==> src/rtl/hc595_pkg.sv <==
// hc595_pkg: shared types, defaults and sizing helpers for the 74HC595
// chain driver and its phase timer.
package hc595_pkg;

  // Default chain shape and timing: two ICs (segment byte + digit-select
  // byte), one clk per SCLK half-period, one clk of latch pulse.
  localparam int DEFAULT_NUM_ICS      = 2;
  localparam int DEFAULT_CLK_DIV      = 1;
  localparam int DEFAULT_LATCH_CYCLES = 1;

  // Driver FSM state encoding. Plain 2-bit constants keep the encoding
  // visible to older tools and to anyone probing the state in a waveform.
  typedef logic [1:0] state_t;

  localparam state_t ST_IDLE     = 2'd0;
  localparam state_t ST_SHIFT_LO = 2'd1;
  localparam state_t ST_SHIFT_HI = 2'd2;
  localparam state_t ST_LATCH    = 2'd3;

  // Width of the parallel word: eight bits per chained 595.
  function automatic int word_width(input int num_ics);
    return 8 * num_ics;
  endfunction

  // The phase timer is reloaded with either the SCLK half-period or the
  // latch width, so it must hold the larger of the two.
  function automatic int phase_cnt_width(input int clk_div, input int latch_cycles);
    int longest;
    longest = (clk_div > latch_cycles) ? clk_div : latch_cycles;
    return $clog2(longest + 1);
  endfunction

  // Bit counter only needs to reach W-1.
  function automatic int bit_cnt_width(input int w);
    return (w > 1) ? $clog2(w) : 1;
  endfunction

endpackage

==> src/rtl/hc595_phase_timer.sv <==
// hc595_phase_timer: loadable down-counter used to time each FSM phase.
// Loading value N makes o_tick assert on the N-th cycle after the load,
// i.e. on the last cycle the FSM should spend in the phase.
module hc595_phase_timer
  import hc595_pkg::*;
#(
  parameter int WIDTH = 1
) (
  input  logic             clk,
  input  logic             reset,
  input  logic             i_load,
  input  logic [WIDTH-1:0] i_load_val,
  output logic             o_tick
);

  logic [WIDTH-1:0] r_count;

  // Reload on every phase entry; otherwise count down and rest at zero
  // so the timer stays quiet while the driver is idle.
  always_ff @(posedge clk) begin
    if (reset) begin
      r_count <= '0;
    end else if (i_load) begin
      r_count <= i_load_val;
    end else if (r_count != '0) begin
      r_count <= r_count - WIDTH'(1);
    end
  end

  assign o_tick = (r_count == WIDTH'(1));

endmodule

==> src/rtl/hc595_chain_driver.sv <==
// hc595_chain_driver: shifts a parallel word into a daisy-chain of
// 74HC595s (SCLK/DATA/LATCH) and hands back a busy/done handshake so the
// display scanner only moves on once a frame has been latched.
//
// Build option: define HC595_LSB_FIRST_EN to send data_i[0] first
// (shift register moves right). Default build sends data_i[W-1] first.
module hc595_chain_driver
  import hc595_pkg::*;
#(
  parameter int NUM_ICS      = DEFAULT_NUM_ICS,
  parameter int CLK_DIV      = DEFAULT_CLK_DIV,
  parameter int LATCH_CYCLES = DEFAULT_LATCH_CYCLES
) (
  input  logic                              clk,
  input  logic                              reset,
  input  logic                              trigger_i,
  input  logic [word_width(NUM_ICS)-1:0]    data_i,
  output logic                              busy_o,
  output logic                              done_o,
  output logic                              sclk_o,
  output logic                              data_o,
  output logic                              latch_en_o
);

  localparam int W  = word_width(NUM_ICS);
  localparam int PW = phase_cnt_width(CLK_DIV, LATCH_CYCLES);
  localparam int BW = bit_cnt_width(W);

  localparam logic [PW-1:0] SHIFT_LOAD = PW'(CLK_DIV);
  localparam logic [PW-1:0] LATCH_LOAD = PW'(LATCH_CYCLES);
  localparam logic [BW-1:0] LAST_BIT   = BW'(W - 1);

  state_t          r_state;
  logic [W-1:0]    r_shreg;
  logic [BW-1:0]   r_bit_cnt;
  logic            r_sclk;
  logic            r_data;
  logic            r_latch;
  logic            r_busy;
  logic            r_done;

  state_t          w_next_state;
  logic            w_tick;
  logic            w_load;
  logic [PW-1:0]   w_load_val;
  logic            w_accept;
  logic            w_rise;
  logic            w_fall;
  logic            w_last_bit;
  logic            w_advance;
  logic            w_to_latch;
  logic            w_finish;
  logic            w_first_bit;
  logic            w_next_bit;
  logic [W-1:0]    w_shifted;

  hc595_phase_timer #(
    .WIDTH (PW)
  ) u_phase_timer (
    .clk        (clk),
    .reset      (reset),
    .i_load     (w_load),
    .i_load_val (w_load_val),
    .o_tick     (w_tick)
  );

  // Bit ordering: which input bit leaves first, which bit follows the
  // current one, and how the shift register moves between bits.
`ifdef HC595_LSB_FIRST_EN
  assign w_first_bit = data_i[0];
  assign w_next_bit  = r_shreg[1];
  assign w_shifted   = r_shreg >> 1;
`else
  assign w_first_bit = data_i[W-1];
  assign w_next_bit  = r_shreg[W-2];
  assign w_shifted   = r_shreg << 1;
`endif

  // Decode the handful of events that move the transfer along; every
  // register below is written only in terms of these.
  always_comb begin
    w_accept   = (r_state == ST_IDLE) && trigger_i;
    w_rise     = (r_state == ST_SHIFT_LO) && w_tick;
    w_fall     = (r_state == ST_SHIFT_HI) && w_tick;
    w_last_bit = (r_bit_cnt == LAST_BIT);
    w_advance  = w_fall && !w_last_bit;
    w_to_latch = w_fall && w_last_bit;
    w_finish   = (r_state == ST_LATCH) && w_tick;
  end

  // Next state plus the phase-timer reload: every state entry except the
  // return to IDLE restarts the timer with that phase's length.
  always_comb begin
    w_next_state = r_state;
    w_load       = 1'b0;
    w_load_val   = SHIFT_LOAD;
    case (r_state)
      ST_IDLE: begin
        if (w_accept) begin
          w_next_state = ST_SHIFT_LO;
          w_load       = 1'b1;
        end
      end
      ST_SHIFT_LO: begin
        if (w_rise) begin
          w_next_state = ST_SHIFT_HI;
          w_load       = 1'b1;
        end
      end
      ST_SHIFT_HI: begin
        if (w_advance) begin
          w_next_state = ST_SHIFT_LO;
          w_load       = 1'b1;
        end else if (w_to_latch) begin
          w_next_state = ST_LATCH;
          w_load       = 1'b1;
          w_load_val   = LATCH_LOAD;
        end
      end
      ST_LATCH: begin
        if (w_finish) begin
          w_next_state = ST_IDLE;
        end
      end
      default: begin
        w_next_state = ST_IDLE;
      end
    endcase
  end

  // State register.
  always_ff @(posedge clk) begin
    if (reset) begin
      r_state <= ST_IDLE;
    end else begin
      r_state <= w_next_state;
    end
  end

  // Word capture and per-bit shifting; only the accept edge looks at
  // data_i, so input changes mid-transfer are harmless.
  always_ff @(posedge clk) begin
    if (reset) begin
      r_shreg   <= '0;
      r_bit_cnt <= '0;
    end else if (w_accept) begin
      r_shreg   <= data_i;
      r_bit_cnt <= '0;
    end else if (w_advance) begin
      r_shreg   <= w_shifted;
      r_bit_cnt <= r_bit_cnt + BW'(1);
    end
  end

  // SCLK is high exactly while in SHIFT_HI.
  always_ff @(posedge clk) begin
    if (reset) begin
      r_sclk <= 1'b0;
    end else if (w_rise) begin
      r_sclk <= 1'b1;
    end else if (w_fall) begin
      r_sclk <= 1'b0;
    end
  end

  // Serial data changes only with the falling SCLK (or at accept), holds
  // the last bit through the latch pulse, then parks at zero.
  always_ff @(posedge clk) begin
    if (reset) begin
      r_data <= 1'b0;
    end else if (w_accept) begin
      r_data <= w_first_bit;
    end else if (w_advance) begin
      r_data <= w_next_bit;
    end else if (w_finish) begin
      r_data <= 1'b0;
    end
  end

  // Latch pulse covers the whole LATCH phase; a reset mid-transfer never
  // reaches it, so the 595 outputs keep the previous frame.
  always_ff @(posedge clk) begin
    if (reset) begin
      r_latch <= 1'b0;
    end else if (w_to_latch) begin
      r_latch <= 1'b1;
    end else if (w_finish) begin
      r_latch <= 1'b0;
    end
  end

  // Busy spans from the accept edge to the end of the latch pulse.
  always_ff @(posedge clk) begin
    if (reset) begin
      r_busy <= 1'b0;
    end else if (w_accept) begin
      r_busy <= 1'b1;
    end else if (w_finish) begin
      r_busy <= 1'b0;
    end
  end

  // Done is a single-cycle strobe on the first non-busy cycle.
  always_ff @(posedge clk) begin
    if (reset) begin
      r_done <= 1'b0;
    end else begin
      r_done <= w_finish;
    end
  end

  assign busy_o     = r_busy;
  assign done_o     = r_done;
  assign sclk_o     = r_sclk;
  assign data_o     = r_data;
  assign latch_en_o = r_latch;

endmodule

==> config.mk <==
export PLATFORM = sky130hd
export DESIGN_NAME = hc595_chain_driver
export DESIGN_NICKNAME = d
export VERILOG_FILES = /design/src/rtl/hc595_pkg.sv /design/src/rtl/hc595_phase_timer.sv /design/src/rtl/hc595_chain_driver.sv
export SDC_FILE = /design/constraint.sdc
export NUM_CORES = 1
export LEC_CHECK = 0
export BUFFER_PORTS_ARGS = -buffer_cell sky130_fd_sc_hd__clkbuf_2
export CORE_UTILIZATION = 58
export CTS_CLUSTER_DIAMETER = 50
export CTS_CLUSTER_SIZE = 8
export DETAILED_ROUTE_END_ITERATION = 10
export GPL_TIMING_DRIVEN = 0
export PLACE_DENSITY = 0.9
export REMOVE_ABC_BUFFERS = 1
export SYNTH_ARGS = -nofsm -noshare
export SYNTH_HDL_FRONTEND = slang
export SYNTH_SLANG_ARGS = --single-unit
==> constraint.sdc <==
create_clock -name clk -period 5 [get_ports clk]
set_clock_uncertainty 0.2 [all_clocks]
set_input_delay 0.5 -clock clk [delete_from_list [all_inputs] [get_ports clk]]
set_output_delay 0.5 -clock clk [all_outputs]
set_load 0.01 [all_outputs]
==> summary by stage <==
Status
The run finished with clean final reports.

Floorplan
Once the floorplan was initialized, standard cells occupied approximately 63% of the core. The die extent in y is 49.03 um. The die covers approximately 2400 um^2. The width of the die is 49.03 um. 24 I/O pins were placed.

In this run the core area contains 16 standard-cell rows. The total core area is ~2000 um^2.

Drt
The length of the first detailed-routing pass in iterations is 4. Across all layers, the routed design uses approximately 1200 vias. After detailed routing, the number of remaining DRC violations is 0. The routed via count divided by cell count is around 6.3.

The detailed router finished its first iteration with 25 violations. Once detail routing completed, the nets flagged for antenna violations numbered 0. In the final routed layout, each cell accounts on average for between 10 and 15 um.

Wires add up to 2649 um.

Global routing
In the global route stage, overall resource usage came out at ~22%. The maximum number of pins on one net before global-route repair is 33. The global-route wire length before repair is 4202 um.

The remaining global-route overflow is 0. The via count of the first global-routing pass is around 1000. The number of antenna violations at the first check in global routing is 0.

Timing
The final-layout worst hold slack is between 0.2 and 0.25 ns. Setup total negative slack on the finished layout was measured at 0 ns. Setup repair after global routing left no endpoint under its margin.

The total count of max-transition violations in the final report came to 0. Setup violations remaining at the end of the flow were counted as 0. The final critical-path share of the clock period is 44.36%.

Measured against its own limit, the worst slew margin works out to about a third. Static timing analysis puts the maximum clock frequency at 450.9 MHz. The final number of hold-violating endpoints is 0. The minimum clock period after layout is between 2 and 2.5 ns.

The pin slew with the least headroom to its limit is a little over 1 ns.

Synth
Ranked by total cell area, the synthesized netlist is headed by sky130_fd_sc_hd__dfxtp_1, sky130_fd_sc_hd__a311oi_1, sky130_fd_sc_hd__nand3_1. The predominant post-synthesis flop cell is sky130_fd_sc_hd__dfxtp_1. The most common cell in the synthesized netlist is sky130_fd_sc_hd__dfxtp_1. The sequential element share of the synthesized area is approximately 42%.

For this run, asynchronously set or reset flops after synthesis account for 0%. After technology mapping, the gate count stands at about 150. During synthesis, Yosys emitted a total of 0 warnings.

The number of synthesized flops with an enable pin is 0. After synthesis, the mean cell area works out to 8.607 um^2. The mapped netlist covers 1282 um^2. Synthesis inferred 27 register bits.

By count the netlist is led by sky130_fd_sc_hd__dfxtp_1, sky130_fd_sc_hd__nand3_1, sky130_fd_sc_hd__o21ai_0. In this run the biggest area consumer among cell types represents between 40% and 50% of the synthesized area. The most area-hungry cell type in the Yosys netlist is sky130_fd_sc_hd__dfxtp_1. The count of different cell masters after synthesis is 29.

Clock network
After clock tree synthesis, the clock-pin slew on the worst setup and hold paths is around 0.14 ns. The number of post-CTS setup repair buffers is 0. TritonCTS built the clock tree. CTS built an H-tree with a depth of 1.

Once the clock tree was built, the resizer swapped 0 gates to a different size. TritonCTS created 3 clock buffers. The clock sink total is 27. In this run, post-CTS hold repair placed 0 buffers. The tree is rooted in a sky130_fd_sc_hd__clkbuf_4.

At the later pin of the worst-skew pair, clock insertion delay measures 0.32 ns. No sink is reached through more buffers than the 2 on the longest clock path.

Layout
0 antenna diodes ended up in the layout. The non-filler instance count after layout is ~190. In the final layout, the share of cells above drive strength 1 is between 10% and 20%. The relative area change from synthesis to final layout is 5.561%. The number of nets in the layout is 180.

Worst setup path
The worst register-to-register path ends at r_bit_cnt[2]. The maximum net fanout on the critical path is 32. The critical register-to-register path startpoint is r_state[0]. Walking the worst path, the cells encountered are or3b_1, nand2b_1, nor3_1. By startpoint and endpoint, the worst setup path is classified as register to register.

STA classifies the critical path endpoint as a register. For the worst flop-to-flop path, the logic depth is 3. The critical path data arrival time is 2.26 ns. STA classifies the critical path startpoint as a register. The setup slack of the most critical reg-to-reg path is between 2 and 3 ns. STA puts the critical path data required time at between 5 and 6 ns. The highest-delay cell along the critical path is sky130_fd_sc_hd__or3b_1. The highest cell delay on the worst timing path is approximately 0.85 ns.

Worst hold path
The number of stages on the worst hold path is 3. The sink of the worst hold path is r_shreg[11]. The worst hold path belongs to the class primary input to register. The startpoint of the most critical hold path is data_i[11].

Pwr
Internal power comes to roughly 290 uW. Net switching is between 20 and 30% of the power. The static leakage is ~0.52 nW. The switching power total is about 100 uW. Sequential cells burn a little over three fifths of the power. VDD sags by at most 0.1621 mV. The power per standard cell area is ~280 nW/um^2.

The part of the total power dissipated in the clock network is around a quarter. Combinational logic is responsible for 13.3% of the overall power.

Placed design
During placement, the flow inserted port buffers numbering 23. The HPWL after detailed placement is between 1500 and 2000 um. In this run, placement finished with an instance count of about 180. The weighted congestion reported at the end of routability-driven placement is between 0.7 and 0.8.

Run
Across the run, the number of max-cap violations was 0.
[through the flow]
stage | utilization [%] | instance area, um^2 | setup WS (ns) | total power, mW
floorplan | - | 1179 | 3.196 | 0.2773
global placement | 65.66 | 1328 | 2.887 | 0.2942
detailed placement | 65.66 | 1328 | 2.791 | 0.2980
CTS | 66.96 | 1354 | 2.824 | 0.3862
global route | 66.96 | 1354 | 2.639 | 0.4022
finish | 66.96 | 1354 | 2.782 | 0.3854
[cell type report]
class	count	area [um^2]
clock buffers	4	26.28
fillers	175	668.1
inverters	1	3.754
multi-input cells	104	634.4
flip-flops and latches	27	540.5
well taps	27	33.78
repair buffers	23	115.1
[registers in the layout (all words and copies together) (netlist names)]
register	flops
r_state	2
latch_en_o	1
sclk_o	1
u_phase_timer.o_tick	1
done_o	1
data_o	1
r_bit_cnt	4
r_shreg	15
busy_o	1
[logic make-up after synthesis]
logic type,count (synthesis),share of synthesized area (%)
AO/OA/AOI/OAI,50,26.54
adder cells (fa/ha/maj),1,0.9755
buffers and inverters,18,8.389
flip-flops,27,42.15
AND/OR/NAND/NOR,53,21.95
[worst max-delay path, delay by kind of cell, from the launching register on]
kind / cells / cell delay (ns)
flops: 1 / 0.55
simple gates: 3 / 1.38
[power by group through the flow]
| stage | combinational, mW | clock, mW | sequential (mW) |
|---|---|---|---|
| finish | 0.0513 | 0.0910 | 0.243 |
| global route | 0.0577 | 0.0999 | 0.245 |
| CTS | 0.0512 | 0.0925 | 0.243 |
| detailed placement | 0.0507 | 0 | 0.247 |
| global placement | 0.0482 | 0 | 0.246 |
| floorplan | 0.0319 | 0 | 0.245 |
[cells in the final DEF (no fill, tap or decap)]
cell / netlist / layout
sky130_fd_sc_hd__a21o_1: 2 / 2
sky130_fd_sc_hd__ha_1: 1 / 1
sky130_fd_sc_hd__o31ai_1: 1 / 1
sky130_fd_sc_hd__o211ai_1: 2 / 2
sky130_fd_sc_hd__and3_1: 1 / 1
sky130_fd_sc_hd__inv_1: 1 / 1
sky130_fd_sc_hd__nor2b_1: 2 / 2
sky130_fd_sc_hd__nand3b_4: 1 / 1
sky130_fd_sc_hd__and4b_1: 1 / 1
sky130_fd_sc_hd__or3b_1: 2 / 2
sky130_fd_sc_hd__nor2_1: 16 / 16
sky130_fd_sc_hd__clkbuf_1: 6 / 1
sky130_fd_sc_hd__dfxtp_1: 27 / 27
sky130_fd_sc_hd__nor3_1: 1 / 1
sky130_fd_sc_hd__a311oi_2: 2 / 2
sky130_fd_sc_hd__a21oi_1: 9 / 9
sky130_fd_sc_hd__nand2b_1: 3 / 3
sky130_fd_sc_hd__o21ai_0: 18 / 18
sky130_fd_sc_hd__clkbuf_2: 1 / 23
sky130_fd_sc_hd__nand3_1: 19 / 19
sky130_fd_sc_hd__and3b_1: 1 / 1
sky130_fd_sc_hd__a311oi_1: 14 / 14
sky130_fd_sc_hd__nand2_1: 4 / 4
sky130_fd_sc_hd__or3_1: 2 / 2
sky130_fd_sc_hd__a31oi_1: 1 / 1
sky130_fd_sc_hd__clkbuf_4: 0 / 3
sky130_fd_sc_hd__o2bb2ai_1: 1 / 1
[layer usage]
metal,global-route usage (%),up-vias,share of wire (%)
met3,2.804,6,3.0
met2,38.89,32,51
met4,7.843,0,1.7
met1,27.31,566,44
li1,-,573,-
met5,0,-,0
[worst max-delay path by stage]
stage | from | end | slack [ns]
2_1_floorplan | trigger_i | r_bit_cnt[2] | 3.20
3_3_place_gp | trigger_i | r_bit_cnt[2] | 2.89
3_5_place_dp | trigger_i | r_bit_cnt[2] | 2.79
4_1_cts | r_state[0] | r_bit_cnt[2] | 2.82
5_1_grt | r_state[0] | r_bit_cnt[2] | 2.64
6_report | r_state[0] | r_bit_cnt[2] | 2.78
(Power assumes the default switching activity.)
